**config.mk**
```make
export PLATFORM = sky130hd
export DESIGN_NAME = uart_rx_frame_ctrl_flat
export DESIGN_NICKNAME = d
export VERILOG_FILES = /design/src/rtl/uart_rx_frame_ctrl_if.sv /design/src/rtl/uart_rx_frame_ctrl.sv /design/src/flat_wrapper.sv
export SDC_FILE = /design/constraint.sdc
export NUM_CORES = 1
export LEC_CHECK = 0
export ABC_CLOCK_PERIOD_IN_PS = 4450
export BUFFER_PORTS_ARGS = -buffer_cell sky130_fd_sc_hd__buf_2
export CORE_ASPECT_RATIO = 0.5
export CORE_UTILIZATION = 50
export CTS_CLUSTER_DIAMETER = 80
export CTS_CLUSTER_SIZE = 30
export DETAILED_ROUTE_END_ITERATION = 6
export PLACE_DENSITY = 0.74
export SLEW_MARGIN = 20
export SYNTH_ARGS = -nofsm -noshare
export SYNTH_HDL_FRONTEND = slang
export SYNTH_SLANG_ARGS = --single-unit
```
**constraint.sdc**
```tcl
create_clock -name CLK -period 4.45 [get_ports CLK]
set_input_delay 0.89 -clock CLK [delete_from_list [all_inputs] [get_ports CLK]]
set_output_delay 0.89 -clock CLK [all_outputs]
set_load 0.01 [all_outputs]
```
**src/rtl/uart_rx_frame_ctrl_if.sv**
```systemverilog
// Payload stream from the frame controller to the downstream consumer.
interface uart_rx_frame_ctrl_if;
    logic [7:0] PL_DATA;
    logic       PL_VALID;
    logic       PL_LAST;
    logic       PL_READY;

    modport master (output PL_DATA, output PL_VALID, output PL_LAST, input PL_READY);
    modport slave  (input PL_DATA, input PL_VALID, input PL_LAST, output PL_READY);
endinterface

```
**src/rtl/uart_rx_frame_ctrl.sv**
```systemverilog
// Frame sequencer behind the UART byte receiver: sync hunt, length-prefixed
// payload capture with additive checksum, then payload release on a stream.
module uart_rx_frame_ctrl #(
    parameter logic [7:0]  SYNC_BYTE   = 8'hA5,
    parameter int unsigned MAX_LEN     = 16,
    parameter int unsigned TIMEOUT_CYC = 43400
) (
    input  logic                        CLK,
    input  logic                        RST,
    input  logic                        ENABLE,
    output logic                        RX_EN,
    input  logic                        RX_DONE,
    input  logic [7:0]                  RX_BYTE,
    uart_rx_frame_ctrl_if.master        pl,
    output logic                        FRAME_OK,
    output logic                        FRAME_ERR,
    output logic [1:0]                  ERR_CODE,
    output logic [7:0]                  DROP_CNT
);

    localparam int unsigned AW       = (MAX_LEN > 1) ? $clog2(MAX_LEN) : 1;
    localparam int unsigned TW       = (TIMEOUT_CYC > 2) ? $clog2(TIMEOUT_CYC) : 1;
    localparam logic [TW-1:0] TMO_LAST  = TW'(TIMEOUT_CYC - 1);
    localparam logic [7:0]    MAX_LEN_B = 8'(MAX_LEN);

    typedef enum logic [2:0] {
        ST_DISABLED,
        ST_HUNT,
        ST_LEN,
        ST_PAYLOAD,
        ST_CSUM,
        ST_DRAIN
    } state_t;

    state_t        state_q;
    logic          rx_en_q;
    logic          rx_done_q;
    logic [7:0]    len_q;
    logic [7:0]    sum_q;
    logic [7:0]    idx_q;
    logic [7:0]    rd_q;
    logic [TW-1:0] tmo_q;
    logic [7:0]    pl_data_q;
    logic          pl_valid_q;
    logic          pl_last_q;
    logic          frame_ok_q;
    logic          frame_err_q;
    logic [1:0]    err_code_q;
    logic [7:0]    drop_cnt_q;
    logic [7:0]    buf_q [MAX_LEN];

    logic          rx_evt;
    logic [7:0]    rd_nxt;
    logic [7:0]    len_m1;

    assign rx_evt = RX_DONE & ~rx_done_q;
    assign rd_nxt = rd_q + 8'd1;
    assign len_m1 = len_q - 8'd1;

    assign RX_EN       = rx_en_q;
    assign pl.PL_DATA  = pl_data_q;
    assign pl.PL_VALID = pl_valid_q;
    assign pl.PL_LAST  = pl_last_q;
    assign FRAME_OK    = frame_ok_q;
    assign FRAME_ERR   = frame_err_q;
    assign ERR_CODE    = err_code_q;
    assign DROP_CNT    = drop_cnt_q;

    // Payload buffer write; contents need no reset since idx/len gate every read.
    always_ff @(posedge CLK) begin
        if (state_q == ST_PAYLOAD && rx_evt && ENABLE && !RST) begin
            buf_q[idx_q[AW-1:0]] <= RX_BYTE;
        end
    end

    // Frame sequencer with registered status and stream outputs.
    always_ff @(posedge CLK) begin
        if (RST) begin
            state_q     <= ST_DISABLED;
            rx_en_q     <= 1'b0;
            rx_done_q   <= 1'b0;
            len_q       <= '0;
            sum_q       <= '0;
            idx_q       <= '0;
            rd_q        <= '0;
            tmo_q       <= '0;
            pl_data_q   <= '0;
            pl_valid_q  <= 1'b0;
            pl_last_q   <= 1'b0;
            frame_ok_q  <= 1'b0;
            frame_err_q <= 1'b0;
            err_code_q  <= '0;
            drop_cnt_q  <= '0;
        end else begin
            rx_en_q     <= ENABLE;
            rx_done_q   <= RX_DONE;
            frame_ok_q  <= 1'b0;
            frame_err_q <= 1'b0;
            if (!ENABLE) begin
                state_q    <= ST_DISABLED;
                pl_valid_q <= 1'b0;
                pl_last_q  <= 1'b0;
            end else begin
                unique case (state_q)
                    ST_DISABLED: state_q <= ST_HUNT;
                    ST_HUNT: begin
                        if (rx_evt && RX_BYTE == SYNC_BYTE) begin
                            state_q <= ST_LEN;
                            tmo_q   <= '0;
                        end
                    end
                    ST_LEN, ST_PAYLOAD, ST_CSUM: begin
                        // A byte arriving on the expiry cycle takes priority over the timeout.
                        if (!rx_evt) begin
                            if (tmo_q == TMO_LAST) begin
                                frame_err_q <= 1'b1;
                                err_code_q  <= 2'b11;
                                state_q     <= ST_HUNT;
                            end else begin
                                tmo_q <= tmo_q + 1'b1;
                            end
                        end else begin
                            tmo_q <= '0;
                            if (state_q == ST_LEN) begin
                                len_q <= RX_BYTE;
                                sum_q <= RX_BYTE;
                                if (RX_BYTE == 8'd0 || RX_BYTE > MAX_LEN_B) begin
                                    frame_err_q <= 1'b1;
                                    err_code_q  <= 2'b01;
                                    state_q     <= ST_HUNT;
                                end else begin
                                    idx_q   <= '0;
                                    state_q <= ST_PAYLOAD;
                                end
                            end else if (state_q == ST_PAYLOAD) begin
                                sum_q <= sum_q + RX_BYTE;
                                idx_q <= idx_q + 8'd1;
                                if (idx_q + 8'd1 == len_q) begin
                                    state_q <= ST_CSUM;
                                end
                            end else begin
                                if (RX_BYTE == sum_q) begin
                                    frame_ok_q <= 1'b1;
                                    rd_q       <= '0;
                                    state_q    <= ST_DRAIN;
                                end else begin
                                    frame_err_q <= 1'b1;
                                    err_code_q  <= 2'b10;
                                    state_q     <= ST_HUNT;
                                end
                            end
                        end
                    end
                    ST_DRAIN: begin
                        if (rx_evt && drop_cnt_q != 8'hFF) begin
                            drop_cnt_q <= drop_cnt_q + 8'd1;
                        end
                        // PL_VALID low inside DRAIN only happens on the first cycle after entry.
                        if (!pl_valid_q) begin
                            pl_valid_q <= 1'b1;
                            pl_data_q  <= buf_q[rd_q[AW-1:0]];
                            pl_last_q  <= (rd_q == len_m1);
                        end else if (pl.PL_READY) begin
                            if (pl_last_q) begin
                                pl_valid_q <= 1'b0;
                                pl_last_q  <= 1'b0;
                                state_q    <= ST_HUNT;
                            end else begin
                                rd_q      <= rd_nxt;
                                pl_data_q <= buf_q[rd_nxt[AW-1:0]];
                                pl_last_q <= (rd_nxt == len_m1);
                            end
                        end
                    end
                    default: state_q <= ST_DISABLED;
                endcase
            end
        end
    end

endmodule

```
**src/flat_wrapper.sv**
```systemverilog
// flat-port wrapper written by rule: the top's interface ports become plain ports
module uart_rx_frame_ctrl_flat 
#(
    parameter logic [7:0]  SYNC_BYTE   = 8'hA5,
    parameter int unsigned MAX_LEN     = 16,
    parameter int unsigned TIMEOUT_CYC = 43400
)
  (CLK, RST, ENABLE, RX_EN, RX_DONE, RX_BYTE, FRAME_OK, FRAME_ERR, ERR_CODE, DROP_CNT, pl_PL_DATA, pl_PL_VALID, pl_PL_LAST, pl_PL_READY);
  uart_rx_frame_ctrl_if pl_i ();
  input  logic CLK;
  input  logic RST;
  input  logic ENABLE;
  output logic RX_EN;
  input  logic RX_DONE;
  input  logic [7:0] RX_BYTE;
  output logic FRAME_OK;
  output logic FRAME_ERR;
  output logic [1:0] ERR_CODE;
  output logic [7:0] DROP_CNT;
  output wire logic [$bits(pl_i.PL_DATA)-1:0] pl_PL_DATA;
  output wire logic [$bits(pl_i.PL_VALID)-1:0] pl_PL_VALID;
  output wire logic [$bits(pl_i.PL_LAST)-1:0] pl_PL_LAST;
  input wire logic [$bits(pl_i.PL_READY)-1:0] pl_PL_READY;
  assign pl_PL_DATA = pl_i.PL_DATA;
  assign pl_PL_VALID = pl_i.PL_VALID;
  assign pl_PL_LAST = pl_i.PL_LAST;
  assign pl_i.PL_READY = pl_PL_READY;
  uart_rx_frame_ctrl #(.SYNC_BYTE(SYNC_BYTE), .MAX_LEN(MAX_LEN), .TIMEOUT_CYC(TIMEOUT_CYC)) u_core (.CLK(CLK), .RST(RST), .ENABLE(ENABLE), .RX_EN(RX_EN), .RX_DONE(RX_DONE), .RX_BYTE(RX_BYTE), .pl(pl_i), .FRAME_OK(FRAME_OK), .FRAME_ERR(FRAME_ERR), .ERR_CODE(ERR_CODE), .DROP_CNT(DROP_CNT));
endmodule
```
# [After elaboration in Yosys (flattened, before gate mapping)]
# Memories as Yosys holds them, arrays and structs flattened. A register that Yosys moved wholly into a read port is not among the register bits.
# Index checks and enable logic that the tools add are counted.
[totals] reg_bits=75 mem_bits_rw=128 word_cells=140 mem_count=1
[memory_table] memory="u_core.buf_q" depth=16 width=8 read_ports=2 rd_ports_with_merged_regs=1 write_ports=1 line="uart_rx_frame_ctrl.sv:50" source="logic [7:0] buf_q [MAX_LEN];"
[op_classes] addsub=6 order_cmp=1 eq_ne=30 muxes=55 bitwise_logic=5 n_reduce_logical=27
[ops] operator="two-way mux 8 bit" count=15
[ops] operator="two-way mux 16 bit" count=3
[ops] operator="== test 8 bit" count=4
[ops] operator="one-hot mux 16 bit (2 select lines)" count=1
[ops] operator="two-way mux 3 bit" count=10
[ops] operator="adder 8 x 1 -> 8 bit (second input constant)" count=3
[ops] operator="adder 16 x 1 -> 16 bit (second input constant)" count=1
[ops] operator="== test 16 bit (second input constant)" count=1
[ops] operator="one-hot mux 8 bit (2 select lines)" count=1
[ops] operator="AND reduction 4 bit" count=4
[ops] operator="two-way mux 1 bit" count=15
[ops] operator="two-way mux 2 bit" count=7
[ops] operator="inequality test 2 bit (second input constant)" count=7
[ops] operator="one-hot mux 3 bit (4 select lines)" count=1
[ops] operator="AND reduction 6 bit" count=2
[ops] operator="inequality test 2 x 1 -> 1 bit (second input constant)" count=5
[ops] operator="inequality test 3 bit (second input constant)" count=3
[ops] operator="AND reduction 9 bit" count=1
[ops] operator="adder 8 bit" count=1
[ops] operator="== test 8 bit (second input constant)" count=1
[ops] operator="> comparator 8 x 5 -> 1 bit (second input constant)" count=1
[ops] operator="zero test 8 bit" count=1
[ops] operator="two-way mux 4 bit" count=2
[ops] operator="inequality test 8 bit (second input constant)" count=1
[ops] operator="other kinds (20)" count=33

# [Depth between registers and ports, before layout]
# Gate-level depths: netlist of the first run.
[logic_depth] word_depth=8 depth_mapped=10 ltp_nobuf=9

# [Worst setup path after synthesis of the first run]
# Ideal clock, no wire load.
[synth_timing] path_kind="input to register" start="input RST" end="memory u_core.buf_q[1][0] (enable)" arrival_ps=2377 required_time_ps=4067 slack_ps=1690 path_stages=5 path_buffers=1 path_cell_list="nand2b_1 -> buf_2 -> nor4_1 -> nand2_1 -> nor3_1"
[synth_between] elab_chain_len=4
[synth_lines] item="start, declared" line="flat_wrapper.sv:11" source="input logic RST;"
[synth_lines] item="zero test 1 bit" line="uart_rx_frame_ctrl.sv:71" source="if (state_q == ST_PAYLOAD && rx_evt && ENABLE && !RST) begin"
[synth_lines] item="logical AND 1 bit" line="uart_rx_frame_ctrl.sv:71"
[synth_lines] item="two-way mux 1 bit" line="uart_rx_frame_ctrl.sv:71"
[synth_lines] item="two-way mux 1 bit (not written as such)" line="uart_rx_frame_ctrl.sv:72" source="buf_q[idx_q[AW-1:0]] <= RX_BYTE;"
[synth_lines] item="end, declared" line="uart_rx_frame_ctrl.sv:50"
# Every way passes these cells.

# [Final worst setup path of the first run]
[layout_timing] start="register u_core.state_q[0]" end="memory u_core.buf_q[12][3] (enable)"
[layout_between] elab_chain_len=6
[layout_lines] item="start, declared" line="uart_rx_frame_ctrl.sv:35" source="state_t state_q;"
[layout_lines] item="start signal, assigned" line="uart_rx_frame_ctrl.sv:79" source="state_q <= ST_DISABLED;"
[layout_lines] item="start signal, assigned" line="uart_rx_frame_ctrl.sv:100" source="state_q <= ST_DISABLED;"
[layout_lines] item="start signal, assigned" line="uart_rx_frame_ctrl.sv:105" source="ST_DISABLED: state_q <= ST_HUNT;"
[layout_lines] item="== test 3 x 2 -> 1 bit" line="uart_rx_frame_ctrl.sv:71"
[layout_lines] item="logical AND 1 bit (3 in series)" line="uart_rx_frame_ctrl.sv:71"
[layout_lines] item="two-way mux 1 bit" line="uart_rx_frame_ctrl.sv:71"
[layout_lines] item="two-way mux 1 bit (not written as such)" line="uart_rx_frame_ctrl.sv:72"
# Every way passes these cells.

==> reports/qor.txt, run 1 <==
Final setup fails: 0
Cells after Synth: 847
Net count, final: 890
Post-synthesis sequential area ratio: 51.6%
Simple-gate share of the synthesized area: 14.3%
ANT nets after route: 0
Cell Int Power: 2.54 mW
Async SR Flop Fraction: 0%
Area Growth Syn to Fin: 7.19%
Share of cells above drive strength 1: 17.9%
GP Congestion: 0.887
Area share of fa/ha/maj cells after synthesis: 1.98%
CTS tree: built
Post-synth top area cell: edfxtp_1
Core area: 0.0206 mm^2
Syn Nets: 876
CP Launch Type: flip-flop
Synth warn: 0
RSZ-0062 raised after global routing: false
Clock Path Buffers: 3
Initial drt markers: 674
WL final: 25700 um
Hold Vio Cnt, Final: 0
Largest family of logic cells by synthesized area: multiplexers
Inserted Clock Buffers: 11
Vias in the first global route: 7042
Number of max-cap violations: 0
Cts hold-fix bufs: 0
IO Port Bufs: 35
Die X-Extent: 207 um
Die area: 0.0216 mm^2
Setup TNS Final: 0 ns
Psw: 708 uW
Clock Latency Late Sink: 0.47 ns
Clk network pwr share: 34.1%
Total grt overflow: 0
Final setup skew: 0.0231 ns
Fmax: 0.304 GHz
Fillers: 1675
Vias: 7265
Status: finished with violations
Violated checks: DRC
Pwr dens: 288 mW/mm^2
Worst hold path class: reg -> reg
All-Layer GR Usage: 24.2%
Register bit total from synthesis: 207
Arrival time at the worst endpoint: 3.40 ns
Post-synth EDFFs: 128
Mean post-synth cell area: 12.4 um^2
Max_slew headroom: 33.5%
Leakage dissipation: 3.53 nW
Initial antenna violation count: 1
I/O pin count: 36
Largest net degree at the start of global routing: 51
Post-Synth XOR/XNOR Area: 4.41%
Min Tclk post-route: 3.29 ns
Root buffer cell: clkbuf_16
CP max FO: 13
Top area cells in the synthesized netlist: edfxtp_1, mux4_2, dfxtp_1, xnor2_1, nor2_1
Logic pwr share: 3.1%
Sequential power share: 62.8%
First-pass GRT wire length: 40600 um
Synth Area in Compound Gates: 7.18%
Synth Cell Area: 0.0105 mm^2
Setup Buffers After CTS: 0
CTS resizes: 0
Req. time, crit path: 4.55 ns
Share of the synthesized area in the top cell type: 36.6%
Starting Density: 51.0%
Setup Crit Path Kind: reg -> reg
Synth cell types: 72
R2R setup slack: 1.16 ns
Synth Flop Type: edfxtp_1
Vias per cell: 6.38
Initial DRT Pass Iterations: 7
Critical path endpoint category: flip-flop
Fin crit share: 74.0%
Clock slew at reported path FFs: 0.11 ns
DP HPWL: 17400 um
Worst-margin pin slew: 0.993 ns
Post-synthesis mux area share: 18.0%
CTS HTree Levels: 1
Max IR drop VDD: 0.200 mV
Hold Slack: 0.468 ns
Row count: 37
Pwr Total: 3.25 mW
Switching portion of total power: 21.8%
DRC Markers: 2
Clock sinks: 207
Final Max Tran Viols: 0
Die height: 105 um
DR WL/cell: 22.6 um
-- stage by stage --
stage | cell area, um^2 | setup slack, ns | util (%) | std cells
after floorplan | 10500 | 1.69 | - | 847
after global placement | 10900 | 1.03 | 53.1 | 1121
after detailed placement | 10900 | 0.910 | 53.1 | 1121
after CTS | 11300 | 1.24 | 54.7 | 1138
after global routing | 11300 | 0.967 | 54.7 | 1138
final | 11300 | 1.16 | 54.7 | 1139
-- per-layer routing --
layer | wire, um | track usage (%) | part of all wire, %
met1 | 11000 | 33.7 | 43
met2 | 12000 | 39.2 | 47
met3 | 2020 | 4.36 | 7.8
met4 | 663 | 6.82 | 2.6
met5 | 0 | 0 | 0
-- path summary, 6_finish.rpt --
kind,to,start,depth (start not counted)
hold / removal,u_core.pl.PL_DATA[1],u_core.pl.PL_DATA[1],2
setup reg to reg,u_core.buf_q[12][3],u_core.state_q[0],4
hold reg to reg,u_core.pl.PL_DATA[1],u_core.pl.PL_DATA[1],2
setup / recovery,u_core.buf_q[12][3],u_core.state_q[0],4
-- cells in the final DEF (no fill, tap or decap), types with 3 or more instances in the layout --
cell / count
or3_1: 11
nand2_1: 62
a211oi_1: 3
xor2_1: 20
a21oi_1: 33
and3_1: 9
mux2i_1: 18
and4_1: 4
nor2b_1: 10
o21a_1: 4
nor3b_1: 6
nand3_1: 36
o211ai_1: 12
a31oi_1: 6
and2_1: 5
ha_1: 14
nand4_1: 11
nor2_1: 72
nor4_1: 9
inv_1: 15
or4_1: 5
nand2b_1: 6
buf_4: 15
clkbuf_16: 11
nand3b_1: 7
clkbuf_1: 3
xnor2_1: 32
nor4bb_1: 3
buf_2: 35
mux2_2: 8
o221ai_1: 3
edfxtp_1: 128
nor3_1: 23
o21ai_0: 11
mux4_2: 72
o21ai_1: 18
dfxtp_1: 78
-- worst max-delay path, stage by stage, from the launching register on --
cell,delay [ns]
dfxtp_1,0.65
inv_1,0.32
nor4_1,0.89
nand2_1,0.33
nor2_1,0.73
-- state kept, by name, summed over array words and instances (netlist names), 3 cells and up, named ones only --
register	count
u_core.rd_q	8
u_core.DROP_CNT	8
u_core.buf_q	128
u_core.state_q	3
u_core.sum_q	8
u_core.tmo_q	16
u_core.len_q	8
u_core.pl.PL_DATA	8
u_core.idx_q	8
-- area by class of cell --
cell class / instances / area, um^2 / share of cell area (%)
inverter: 15 / 56.3 / 0.500
sequential: 207 / 5430 / 48.1
antenna: 1 / 2.50 / 0.0222
timing repair buffer: 50 / 288 / 2.55
clock inverter: 3 / 36.3 / 0.322
multi-input combinational: 576 / 4830 / 42.9
tap: 273 / 342 / 3.03
clock buffer: 14 / 287 / 2.54
-- synthesized netlist by cell type (4+ instances only) --
cell	count
a21oi_1	33
a31oi_1	6
and2_1	5
and3_1	9
and4_1	4
buf_1	6
buf_2	11
clkbuf_1	28
dfxtp_1	79
edfxtp_1	128
ha_1	15
inv_1	15
mux2_2	8
mux2i_1	18
mux4_2	72
nand2_1	62
nand2b_1	6
nand3_1	36
nand3b_1	7
nand4_1	11
nor2_1	72
nor2b_1	10
nor3_1	23
nor3b_1	6
nor4_1	10
o211ai_1	12
o21a_1	4
o21ai_0	11
o21ai_1	18
or3_1	11
or4_1	5
xnor2_1	32
xor2_1	21
-- power by group through the flow --
stage / registers [mW] / clock network (mW) / logic, mW
after floorplan: 2.08 / 0 / 0.0523
after global placement: 2.08 / 0 / 0.0963
after detailed placement: 2.08 / 0 / 0.0995
after CTS: 2.04 / 1.12 / 0.100
after global routing: 2.04 / 1.18 / 0.109
final: 2.04 / 1.11 / 0.101
-- cell families (layout without fill, tap and decap cells) --
kind of cell	after synthesis	after routing
multiplexers	98	98
other	0	1
AO/OA/AOI/OAI	117	117
AND/OR/NAND/NOR	292	292
buffers and inverters	64	82
XOR/XNOR	53	53
flip-flops	207	207
adder cells (fa/ha/maj)	16	16
Note: power is estimated with default switching activity, not from simulation.
==> run 2, diff against run 1 <==
ABC_CLOCK_PERIOD_IN_PS = 3200   (was 4450)
clock period = 3.2 ns   (was 4.45 ns; I/O delays follow)
==> reports/qor.txt, run 2 (synthesized netlist as in run 1, its figures left out) <==
First-pass GRT wire length: 40400 um (was 40600 um)
Starting Density: 51.0% (unchanged)
RSZ-0062 raised after global routing: false (unchanged)
CTS resizes: 0 (unchanged)
Initial antenna violation count: 0 (was 1)
Number of max-cap violations: 0 (unchanged)
Vias in the first global route: 7136 (was 7042)
Clock slew at reported path FFs: 0.12 ns (was 0.11 ns)
Psw: 935 uW (was 708 uW)
Area Growth Syn to Fin: 8.70% (was 7.19%)
Vias per cell: 6.41 (was 6.38)
Fillers: 1625 (was 1675)
CP Launch Type: flip-flop (unchanged)
DP HPWL: 17700 um (was 17400 um)
Largest net degree at the start of global routing: 51 (unchanged)
Req. time, crit path: 3.57 ns (was 4.55 ns)
Cell Int Power: 3.51 mW (was 2.54 mW)
Pwr dens: 389 mW/mm^2 (was 288 mW/mm^2)
Clock sinks: 207 (unchanged)
Arrival time at the worst endpoint: 2.90 ns (was 3.40 ns)
Status: finished with violations (unchanged)
IO Port Bufs: 35 (unchanged)
All-Layer GR Usage: 24.3% (was 24.2%)
Clock Path Buffers: 3 (unchanged)
CTS HTree Levels: 1 (unchanged)
Die X-Extent: 207 um (unchanged)
Hold Vio Cnt, Final: 0 (unchanged)
Inserted Clock Buffers: 10 (was 11)
Most frequent cells in the layout: edfxtp_1, dfxtp_1, nor2_1, mux4_2, nand2_1 (unchanged)
Sequential power share: 63.7% (was 62.8%)
Final setup skew: 0.0140 ns (was 0.0231 ns)
Hold Slack: 0.434 ns (was 0.468 ns)
Logic pwr share: 3.3% (was 3.1%)
Initial DRT Pass Iterations: 7 (unchanged)
Min Tclk post-route: 2.54 ns (was 3.29 ns)
Clk network pwr share: 33.0% (was 34.1%)
Row count: 37 (unchanged)
Setup Crit Path Kind: reg -> reg (unchanged)
Cts hold-fix bufs: 0 (unchanged)
Critical path endpoint category: flip-flop (unchanged)
Setup TNS Final: 0 ns (unchanged)
Worst path max stage delay: 0.63 ns (was 0.89 ns)
Switching portion of total power: 21.0% (was 21.8%)
Die height: 105 um (unchanged)
Fmax: 0.394 GHz (was 0.304 GHz)
Vias: 7429 (was 7265)
WL final: 26100 um (was 25700 um)
Diodes inserted: 0 (was 1)
CP max FO: 24 (was 13)
Fin crit share: 79.3% (was 74.0%)
Dpl cell area: 0.0111 mm^2 (was 0.0109 mm^2)
Final setup fails: 0 (unchanged)
Die area: 0.0216 mm^2 (unchanged)
I/O pin count: 36 (unchanged)
Worst path bufs/invs: 1 (unchanged)
GP Congestion: 0.908 (was 0.887)
Clock Latency Late Sink: 0.48 ns (was 0.47 ns)
Total grt overflow: 0 (unchanged)
DRC Markers: 1 (was 2)
Max_slew headroom: 50.3% (was 33.5%)
DR WL/cell: 22.5 um (was 22.6 um)
Crit-path slowest cell: ha_2 (was nor4_1)
Final instance area: 0.0114 mm^2 (was 0.0113 mm^2)
Commonest non-fill, non-tap cell in the layout: edfxtp_1 (unchanged)
Cells along the critical path: ha_2 -> buf_12 -> mux4_2 -> mux2_2 -> o211ai_1 -> nand3_1 (was inv_1 -> nor4_1 -> nand2_1 -> nor2_1)
Worst hold path class: in -> reg (was reg -> reg)
Root buffer cell: clkbuf_16 (unchanged)
Net count, final: 911 (was 890)
Violated checks: DRC (unchanged)
Share of cells above drive strength 1: 19.6% (was 17.9%)
Max IR drop VDD: 0.295 mV (was 0.200 mV)
CTS tree: built (unchanged)
Setup Buffers After CTS: 0 (unchanged)
Leakage dissipation: 3.64 nW (was 3.53 nW)
Family with the most delay on the worst path: multiplexers (was simple AND/OR/NAND/NOR gates)
Initial drt markers: 735 (was 674)
Largest register FFs: 128 (unchanged)
Core area: 0.0206 mm^2 (unchanged)
ANT nets after route: 0 (unchanged)
Worst-margin pin slew: 0.742 ns (was 0.993 ns)
Final Max Tran Viols: 0 (unchanged)
-- run 2: cell types whose count changed in the layout (fill, tap and decap cells not counted), sizes merged --
| cell | before | now |
|---|---|---|
| buf | 50 | 72 |
| inv | 17 | 15 |
| clkbuf | 14 | 15 |
| clkinv | 0 | 1 |
| clkinvlp | 1 | 0 |
| diode | 1 | 0 |
-- run 2: path summary, 6_finish.rpt --
check	from	end	slack, ns	depth (start not counted)
worst max-delay path	u_core.rd_q[1]	u_core.pl.PL_DATA[0]	0.66	6
worst min register to register	u_core.sum_q[5]	u_core.sum_q[5]	0.48	2
worst min-delay path	RX_BYTE[6]	u_core.buf_q[2][6]	0.43	1
worst max register to register	u_core.rd_q[1]	u_core.pl.PL_DATA[0]	0.66	6
-- run 2: area by class of cell --
type                       instances  area [um^2]  area share [%]
tap                              273          342            2.99
multi-input combinational        576         4830            42.3
timing repair buffer              72          478            4.18
clock buffer                      15          290            2.54
inverter                          15         56.3           0.493
clock inverter                     1         3.75          0.0328
sequential                       207         5430            47.5
-- run 2: through the flow --
step           worst slack [ns]  cells  total power [mW]  util [%]
5_1_grt                   0.523   1159              4.55      55.5
4_1_cts                   0.634   1159              4.46      55.5
2_1_floorplan             0.690    847              2.96         -
3_3_place_gp              0.293   1143              3.03      54.1
6_report                  0.664   1159              4.45      55.5
3_5_place_dp              0.304   1143              3.04      54.1
-- run 2: layer usage --
metal,vias to the layer above,GRT usage [%],share of wire [%]
li1,3324,-,-
met4,0,6.93,2.9
met3,62,4.60,8.4
met1,3679,32.5,41
met2,364,40.9,47
met5,-,0,0
-- run 2: power by group through the flow --
| stage | registers (mW) | clock network, mW | logic (mW) |
|---|---|---|---|
| floorplan | 2.89 | 0 | 0.0727 |
| global placement | 2.89 | 0 | 0.140 |
| detailed placement | 2.89 | 0 | 0.144 |
| CTS | 2.83 | 1.48 | 0.145 |
| global route | 2.83 | 1.56 | 0.160 |
| finish | 2.83 | 1.47 | 0.147 |
